[src/rtl/rv32i_pkg.sv]
// rv32i_pkg: shared definitions for the M-stage data-memory controller.
//   SIZE_*         funct3 encodings of load/store access sizes
//   dmem_state_t   controller FSM states
//   is_misaligned  true when an access of the given size is not naturally aligned
package rv32i_pkg;

  localparam logic [2:0] SIZE_B  = 3'b000;
  localparam logic [2:0] SIZE_H  = 3'b001;
  localparam logic [2:0] SIZE_W  = 3'b010;
  localparam logic [2:0] SIZE_BU = 3'b100;
  localparam logic [2:0] SIZE_HU = 3'b101;

  typedef enum logic [1:0] {
    IDLE = 2'd0,
    REQ  = 2'd1,
    DONE = 2'd2
  } dmem_state_t;

  function automatic logic is_misaligned(input logic [2:0] size, input logic [1:0] addr_lo);
    logic mis;
    case (size)
      SIZE_H, SIZE_HU: mis = addr_lo[0];
      SIZE_W:          mis = (addr_lo != 2'b00);
      default:         mis = 1'b0;
    endcase
    return mis;
  endfunction

endpackage

[src/rtl/rv32i_dmem_ctrl_storealign.sv]
// storealign: combinational store-lane alignment.
//   size_i     funct3 of the store
//   addr_lo_i  low two bits of the byte address
//   wd_i       store source register value
//   be_o       byte enables for the addressed lanes
//   wdata_o    store data replicated onto every lane
module storealign
  import rv32i_pkg::*;
(
  input  logic [2:0]  size_i,
  input  logic [1:0]  addr_lo_i,
  input  logic [31:0] wd_i,
  output logic [3:0]  be_o,
  output logic [31:0] wdata_o
);

  always_comb begin
    be_o    = '1;
    wdata_o = wd_i;
    case (size_i)
      SIZE_B, SIZE_BU: begin
        be_o    = 4'b0001 << addr_lo_i;
        wdata_o = {4{wd_i[7:0]}};
      end
      SIZE_H, SIZE_HU: begin
        be_o    = addr_lo_i[1] ? 4'b1100 : 4'b0011;
        wdata_o = {2{wd_i[15:0]}};
      end
      default: ;
    endcase
  end

endmodule

[src/rtl/rv32i_dmem_ctrl.sv]
// rv32i_dmem_ctrl: M-stage data-memory access controller.
//   clk, rst                 pipeline clock, asynchronous active-low reset
//   MemReadM/MemWriteM       load/store in M stage (both set = store)
//   SizeM, ALUResultM        access size and byte address
//   WriteDataM               store source value
//   mem_req..mem_wdata       registered bus request, held until mem_ready
//   mem_ready, mem_rdata     completion pulse and read word
//   ReadDataMTick            raw read word captured on load completion
//   StallM                   freezes F/D/E/M while an access is outstanding
//   MisalignedM, BusErrM     misaligned-access and bus-timeout pulses
module rv32i_dmem_ctrl
  import rv32i_pkg::*;
#(
  parameter int unsigned ADDR_W   = 32,
  parameter int unsigned MAX_WAIT = 255
) (
  input  logic              clk,
  input  logic              rst,
  input  logic              MemReadM,
  input  logic              MemWriteM,
  input  logic [2:0]        SizeM,
  input  logic [31:0]       ALUResultM,
  input  logic [31:0]       WriteDataM,
  output logic              mem_req,
  output logic              mem_we,
  output logic [ADDR_W-1:0] mem_addr,
  output logic [3:0]        mem_be,
  output logic [31:0]       mem_wdata,
  input  logic              mem_ready,
  input  logic [31:0]       mem_rdata,
  output logic [31:0]       ReadDataMTick,
  output logic              StallM,
  output logic              MisalignedM,
  output logic              BusErrM
);

  localparam int unsigned CNT_W = $clog2(MAX_WAIT + 1);
  localparam logic [CNT_W-1:0] CNT_LAST = CNT_W'(MAX_WAIT - 1);
  localparam logic [CNT_W-1:0] CNT_MAX  = CNT_W'(MAX_WAIT);

  dmem_state_t       state_q;
  logic [CNT_W-1:0]  cnt_q;
  logic              mem_req_q, mem_we_q, bus_err_q;
  logic [ADDR_W-1:0] mem_addr_q;
  logic [3:0]        mem_be_q;
  logic [31:0]       mem_wdata_q, rdtick_q;

  logic        acc, mis, go;
  logic [3:0]  sa_be;
  logic [31:0] sa_wdata;

  storealign u_storealign (
    .size_i    (SizeM),
    .addr_lo_i (ALUResultM[1:0]),
    .wd_i      (WriteDataM),
    .be_o      (sa_be),
    .wdata_o   (sa_wdata)
  );

  assign acc = MemReadM | MemWriteM;
  assign mis = is_misaligned(SizeM, ALUResultM[1:0]);
  assign go  = acc & ~mis;

  // Gated with rst so reset clears these immediately even though the
  // reset state (IDLE) would otherwise decode the held M-stage inputs.
  assign StallM      = rst & (((state_q == IDLE) & go) | (state_q == REQ));
  assign MisalignedM = rst & (state_q == IDLE) & acc & mis;

  always_ff @(posedge clk or negedge rst) begin
    if (!rst) begin
      state_q     <= IDLE;
      cnt_q       <= '0;
      mem_req_q   <= 1'b0;
      mem_we_q    <= 1'b0;
      mem_addr_q  <= '0;
      mem_be_q    <= '0;
      mem_wdata_q <= '0;
      rdtick_q    <= '0;
      bus_err_q   <= 1'b0;
    end else begin
      bus_err_q <= 1'b0;
      case (state_q)
        IDLE: begin
          if (go) begin
            mem_addr_q  <= {ALUResultM[ADDR_W-1:2], 2'b00};
            mem_we_q    <= MemWriteM;
            mem_be_q    <= MemWriteM ? sa_be : '1;
            mem_wdata_q <= MemWriteM ? sa_wdata : '0;
            mem_req_q   <= 1'b1;
            cnt_q       <= '0;
            state_q     <= REQ;
          end
        end
        REQ: begin
          if (mem_ready) begin
            mem_req_q <= 1'b0;
            if (!mem_we_q) rdtick_q <= mem_rdata;
            state_q <= DONE;
          end else if (cnt_q == CNT_LAST) begin
            bus_err_q <= 1'b1;
            mem_req_q <= 1'b0;
            cnt_q     <= CNT_MAX;
            state_q   <= DONE;
          end else begin
            cnt_q <= cnt_q + CNT_W'(1);
          end
        end
        DONE: begin
          cnt_q   <= '0;
          state_q <= IDLE;
        end
        default: state_q <= IDLE;
      endcase
    end
  end

  assign mem_req       = mem_req_q;
  assign mem_we        = mem_we_q;
  assign mem_addr      = mem_addr_q;
  assign mem_be        = mem_be_q;
  assign mem_wdata     = mem_wdata_q;
  assign ReadDataMTick = rdtick_q;
  assign BusErrM       = bus_err_q;

endmodule

[config.mk]
export PLATFORM = sky130hd
export DESIGN_NAME = rv32i_dmem_ctrl
export DESIGN_NICKNAME = d
export VERILOG_FILES = /design/src/rtl/rv32i_pkg.sv /design/src/rtl/rv32i_dmem_ctrl_storealign.sv /design/src/rtl/rv32i_dmem_ctrl.sv
export SDC_FILE = /design/constraint.sdc
export NUM_CORES = 1
export LEC_CHECK = 0
export ABC_AREA = 0
export BUFFER_PORTS_ARGS = -buffer_cell sky130_fd_sc_hd__clkbuf_2
export CELL_PAD_IN_SITES_DETAIL_PLACEMENT = 1
export CELL_PAD_IN_SITES_GLOBAL_PLACEMENT = 2
export CORE_ASPECT_RATIO = 1.2
export CORE_MARGIN = 2
export CORE_UTILIZATION = 30
export CTS_CLUSTER_DIAMETER = 80
export DETAILED_ROUTE_END_ITERATION = 10
export HOLD_SLACK_MARGIN = 0.02
export PLACE_DENSITY = 0.88
export SYNTH_ARGS = -nofsm -noshare
export SYNTH_HDL_FRONTEND = slang
export SYNTH_SLANG_ARGS = --single-unit
[constraint.sdc]
create_clock -name clk -period 2.4 [get_ports clk]
set_clock_uncertainty 0.2 [all_clocks]
set_input_delay 0.48 -clock clk [delete_from_list [all_inputs] [get_ports clk]]
set_output_delay 0.48 -clock clk [all_outputs]
set_load 0.02 [all_outputs]
==> results by group, run 1 <==
Status
  • Status: complete, no violations

Clocking
  • Num CTS Buffers: 9
  • Clock tree from TritonCTS: yes
  • Clock slew at reported path FFs: 0.08 ns
  • Skew-Pair Late Insertion Delay: 0.35 ns
  • Root buffer cell: clkbuf_16
  • Post-cts repair resize count: 0
  • Clock buffer depth: 2
  • H-tree depth: 3
  • Setup bufs post-CTS: 0
  • CTS Sinks: 111

Drt
  • Routed len/inst: 17.6 um
  • Final ANT Viol Nets: 0
  • Routed Wire Length: 13.8 mm
  • Initial drt markers: 138
  • DR DRC count: 0
  • Drt first pass iters: 4
  • Vias per std cell: 4.75
  • Via count: 3727

Setup path
  • Number of cells on the critical path: 4
  • RR Startpoint: state_q[1]
  • FF-to-FF End: mem_wdata[2]
  • Crit-path cells: dlygate4sd3_1 > buf_4 > and4b_1 > clkbuf_2
  • Setup crit start: rst
  • Reg2Reg Depth: 4
  • Req. time, crit path: 1.72 ns
  • CP Capture Point: MisalignedM
  • Slowest Stage Delay on Critical Path: 0.57 ns
  • Reg2reg setup slack: 0.31 ns
  • Bufs and invs on worst path: 3
  • Worst EP arrival: 1.59 ns
  • Critical Path Start Type: input port
  • Highest-delay cell along the critical path: dlygate4sd3_1
  • Setup crit end kind: primary output
  • Kind of cell adding the most delay to the critical path: buffers and inverters
  • CP Class: input port to primary output
  • Worst-path maximum fanout: 4

Global route
  • Initial antenna violation count: 0
  • GRT Util Overall: 16.4%
  • Vias in the first global route: 4156
  • Largest net degree at the start of global routing: 111
  • First-pass GRT wire length: 22.0 mm
  • GRT overflow: 0

Die
  • Num ports: 209
  • Starting Density: 30.8%
  • Row count: 50
  • Die Y-Extent: 143 um
  • Die ar.: 17100 um^2
  • Core box area: 15700 um^2
  • Die width: 120 um

Timing
  • RSZ-0062 raised after global routing: false
  • Final hold violation count: 0
  • Setup TNS: 0 ns
  • Relative slew slack: 28.1%
  • Fmax: 0.440 GHz
  • Final Worst Setup Slack: 0.126 ns
  • Hold slack: 0.151 ns
  • Final period util: 94.8%
  • Final min period: 2.27 ns
  • Max-slew violations: 0
  • Worst-Margin Slew: 1.08 ns
  • Setup violators final: 0

Power and ir drop
  • Max VDD drop: 0.553 mV
  • Leakage power figure: 3.18 nW
  • Total power per unit cell area: 1310 nW/um^2

Logic synthesis
  • Syn Area/Cell: 13.2 um^2
  • Largest cells by area after synthesis: dfrtp_1 57%, mux2_2 14%, mux2i_1 3.3%, a22o_1 2.9%, mux2_1 2.6%
  • Asr flop ratio synth: 100%
  • Top cell type's share of synthesized area: 57.5%
  • Area leader, netlist: dfrtp_1
  • Synthesis Warnings: 0
  • Synth cell types: 50
  • Register bit total from synthesis: 111
  • Synthesized area: 4830 um^2
  • Fraction of the yosys area taken by sequential cells: 57.5%
  • Syn Inst Count: 366
  • Ys flop type: dfrtp_1
  • Post-synth EDFFs: 0

Final layout
  • Post-layout util: 41.2%
  • Fraction of layout cells with a size suffix above 1: 52.3%
  • # diodes: 0
  • Fin area: 6480 um^2
  • Fill cells: 1709
  • Layout area overhead: 34.0%
  • Nets@finish: 678
  • Commonest cells after routing, fill and taps aside: 205 x clkbuf_2, 111 x dfrtp_1, 59 x mux2_2, 24 x o21ai_0, 23 x nand2_1
  • Commonest non-fill, non-tap cell in the layout: clkbuf_2

Placed design
  • Final GP Congestion: 0.841
  • PortBufs: 206
  • HPWL after DPL: 10.5 mm
  • Setup slack at placement: 0.0957 ns
  • Placed inst area: 6150 um^2

Flow run
  • Max Cap Viol: 0

Min path
  • Hold WC Path Type: input port to flip-flop
synth_stat cells, types with 2 or more instances:
library cell	count
a21boi_0	9
a21o_1	2
a22o_1	16
a2bb2oi_1	5
a32o_1	3
buf_2	12
buf_4	5
clkbuf_1	5
dfrtp_1	111
ha_1	2
inv_1	6
mux2_1	11
mux2_2	59
mux2i_1	16
nand2_1	23
nand3_1	4
nor2_1	7
o211a_1	2
o21ai_0	24
o21bai_1	2
o2bb2ai_1	8
o31ai_1	2
or2_2	2
or3_1	4
registers in the layout (all words and copies together), names as in the netlist:
| signal | flops |
|---|---|
| ReadDataMTick | 32 |
| mem_wdata | 32 |
| mem_addr | 30 |
| cnt_q | 8 |
| mem_be | 4 |
| state_q | 2 |
| BusErrM | 1 |
| mem_req | 1 |
| mem_we | 1 |
layer usage:
| layer | vias up | GRT usage [%] | wire length, um |
|---|---|---|---|
| li1 | 1747 | - | - |
| met1 | 1849 | 20.3 | 5640 |
| met2 | 113 | 27.2 | 7010 |
| met3 | 18 | 4.87 | 871 |
| met4 | 0 | 5.82 | 300 |
| met5 | - | 0 | 0 |
layout make-up:
class	instances	area (um^2)	share of cell area [%]
inverter	6	22.5	0.348
tap	208	260	4.02
sequential	111	2780	42.9
timing repair buffer	219	1180	18.3
clock buffer	11	253	3.90
clock inverter	5	63.8	0.985
multi-input combinational	225	1920	29.6
power by group:
part           switching (mW)  leakage [nW]  internal (mW)
Sequential              0.479          1.35           2.72
Combinational            2.17          1.67           1.54
Clock                   0.706         0.158          0.879
kinds of logic (layout without fill, tap and decap cells):
| kind of cell | after synthesis | after routing | share of synthesized area, % |
|---|---|---|---|
| adders and majority gates | 2 | 2 | 0.518 |
| muxes | 86 | 86 | 19.6 |
| AOI/OAI and AO/OA | 83 | 83 | 13.1 |
| buffers and inverters | 31 | 241 | 3.29 |
| and+or+nand+nor | 51 | 51 | 5.77 |
| DFF | 111 | 111 | 57.5 |
| other | 1 | 2 | 0.0776 |
| xor gates and xnor gates | 1 | 1 | 0.181 |
metrics by stage:
step	instances	total power, mW
floorplan	367	5.53
global placement	768	6.87
detailed placement	768	7.01
CTS	785	8.64
global route	785	9.02
finish	785	8.49
worst reg2reg max path, cell delays in order, from the launching register on:
cell and delay (ns):
dfrtp_1 0.38, nor2_1 0.22, nand2_1 0.15, nor2_1 0.83, a22o_1 0.25
how the worst min path moves through the flow:
stage,from,to,slack (ns),cells after the start
final,mem_rdata[29],ReadDataMTick[29],0.15,2
after detailed placement,rst,BusErrM,0.08,1
after floorplan,rst,BusErrM,-0.02,0
after global routing,ALUResultM[27],mem_addr[27],0.14,2
after CTS,mem_rdata[30],ReadDataMTick[30],0.14,2
after global placement,rst,BusErrM,0.08,1
timing repair:
action	in CTS	in global routing
endpoints found under the hold margin	1	0
endpoints found under the setup margin	0	0
hold buffers	1	0
(Power assumes the default switching activity.)
==> run 2, diff against run 1 <==
==> constraint.sdc (replaced) <==
create_clock -name clk -period 2.4 [get_ports clk]
set_clock_uncertainty 0.2 [all_clocks]
set_input_delay 0 -clock clk [delete_from_list [all_inputs] [get_ports clk]]
set_output_delay 0 -clock clk [all_outputs]
set_load 0.02 [all_outputs]
==> run 2 against run 1 <==
Compared with the run above: clock-buffer cell count is 1 lower; clock power is 4% higher; non-clock buffer count is 106 higher; highest routed layer unchanged; worst hold slack worse by 0.12 ns; first-iteration DRC count is 41% higher.
==> results by group, run 2 (same netlist as run 1, synthesis figures left out) <==
Power and ir drop
  • Leakage power figure: 3.61 nW (+14%)
  • Total power per unit cell area: 1160 nW/um^2 (-11%)
  • Max VDD drop: 0.589 mV (+6.5%)

Clocking
  • Clock buffer depth: 2 (unchanged)
  • Setup bufs post-CTS: 0 (unchanged)
  • CTS Sinks: 111 (unchanged)
  • Clock tree from TritonCTS: yes
  • Root buffer cell: clkbuf_16
  • Skew-Pair Late Insertion Delay: 0.35 ns (about the same)
  • H-tree depth: 3 (unchanged)
  • Clock slew at reported path FFs: 0.08 ns (about the same)
  • Num CTS Buffers: 9 (unchanged)

Timing
  • RSZ-0062 raised after global routing: false
  • Setup violators final: 0 (unchanged)
  • Worst-Margin Slew: 0.618 ns (-0.457 ns)
  • Relative slew slack: 58.8% (+31 points)
  • Max-slew violations: 0 (unchanged)
  • Fmax: 0.480 GHz (+9.1%)
  • Hold slack: 0.0256 ns (-0.125 ns)
  • Final period util: 86.9% (-7.9 points)
  • Setup TNS: 0 ns (unchanged)
  • Final hold violation count: 0 (unchanged)
  • Final min period: 2.09 ns (-0.189 ns)

Setup path
  • Reg2Reg Depth: 4 (unchanged)
  • Req. time, crit path: 2.44 ns (+0.72 ns)
  • Crit-path cells: dlygate4sd3_1 > clkbuf_2 > buf_4 > mux2i_1 > o21ai_0 > dlygate4sd3_1 > a22o_1
  • CP Capture Point: mem_wdata[26]
  • Setup crit start: SizeM[0]
  • RR Startpoint: state_q[0]
  • Reg2reg setup slack: 0.32 ns (about the same)
  • Worst EP arrival: 2.13 ns (+0.54 ns)
  • Worst-path maximum fanout: 18 (+14)
  • Slowest Stage Delay on Critical Path: 0.58 ns (about the same)
  • Critical Path Start Type: input port
  • Critical Path Most Common Cell: dlygate4sd3_1
  • CP Class: input port to flip-flop
  • Setup crit end kind: flip-flop
  • Highest-delay cell along the critical path: dlygate4sd3_1
  • FF-to-FF End: cnt_q[4]

Global route
  • First-pass GRT wire length: 26.2 mm (+19%)
  • GRT Util Overall: 19.8% (+3.4 points)
  • Vias in the first global route: 4863 (+17%)
  • Initial antenna violation count: 3 (+3)
  • GRT overflow: 0 (unchanged)
  • Largest net degree at the start of global routing: 69 (-38%)

Placed design
  • Placed inst area: 6090 um^2 (-1.0%)
  • Final GP Congestion: 0.825 (-1.9%)
  • PortBufs: 206 (unchanged)
  • HPWL after DPL: 10.5 mm (about the same)

Final layout
  • Post-layout util: 48.1% (+6.8 points)
  • Layout area overhead: 56.2%
  • Commonest cells after routing, fill and taps aside: 205 x clkbuf_2, 112 x dlygate4sd3_1, 111 x dfrtp_1, 59 x mux2_2, 24 x o21ai_0
  • Fin area: 7550 um^2 (+17%)
  • Nets@finish: 784 (+16%)
  • Fraction of layout cells with a size suffix above 1: 43.5% (-8.9 points)
  • Commonest non-fill, non-tap cell in the layout: clkbuf_2

Drt
  • Vias per std cell: 4.74 (about the same)
  • Final ANT Viol Nets: 0 (unchanged)
  • Via count: 4241 (+14%)
  • Routed Wire Length: 16.7 mm (+21%)
  • DR DRC count: 0 (unchanged)
  • Drt first pass iters: 4 (unchanged)
  • Initial drt markers: 195 (+41%)
  • Routed len/inst: 18.6 um (+5.9%)

Status
  • Status: complete, no violations

Flow run
  • Max Cap Viol: 0 (unchanged)

Min path
  • Hold WC Path Type: input port to async pin

Die
  • Core box area: 15700 um^2 (unchanged)
  • Num ports: 209 (unchanged)
  • Row count: 50 (unchanged)
  • Starting Density: 30.8% (unchanged)
  • Die width: 120 um (unchanged)
  • Die ar.: 17100 um^2 (unchanged)
  • Die Y-Extent: 143 um (unchanged)
==> run 2: through the flow <==
step	worst slack, ns	cells	power [mW]
floorplan	0.545	367	5.53
global placement	0.411	763	6.81
detailed placement	0.377	763	6.96
CTS	0.345	891	8.81
global route	0.217	894	9.28
finish	0.315	894	8.78
==> run 2: final cells by class <==
class	count	area (um^2)
fill	1699	8150
sequential	111	2780
timing repair buffer	325	2230
multi-input combinational	225	1920
tap	208	260
clock buffer	10	239
clock inverter	6	93.8
inverter	6	22.5
antenna	3	7.51
==> run 2: how the worst min path moves through the flow <==
stage,start,endpoint,cells after the start
after floorplan,rst,BusErrM,0
after global placement,rst,cnt_q[2],1
after detailed placement,rst,cnt_q[2],1
after CTS,rst,cnt_q[2],2
after global routing,rst,cnt_q[2],2
final,rst,mem_be[2],2
==> run 2: critical path, delay by kind of cell <==
family / cells / cell delay (ns)
AO/OA/AOI/OAI: 2 / 0.30
buffers and inverters: 4 / 1.55
multiplexers: 1 / 0.27
==> run 2: repair_timing <==
item,CTS,global route
hold buffers,112,0
hold endpoints to repair,214,0
gates resized for setup,0,0
==> run 2: layer usage <==
| metal | up-vias | global-route usage (%) | routed length, um |
|---|---|---|---|
| met5 | - | 0 | 0 |
| met1 | 2101 | 22.5 | 6450 |
| met3 | 37 | 5.23 | 917 |
| li1 | 1961 | - | - |
| met4 | 0 | 9.60 | 614 |
| met2 | 142 | 34.4 | 8680 |
==> run 2: report_power, final <==
group / internal, mW / switching (mW) / total [mW]
sequential: 2.72 / 0.578 / 3.30
clock: 0.950 / 0.712 / 1.66
combinational: 1.62 / 2.20 / 3.82
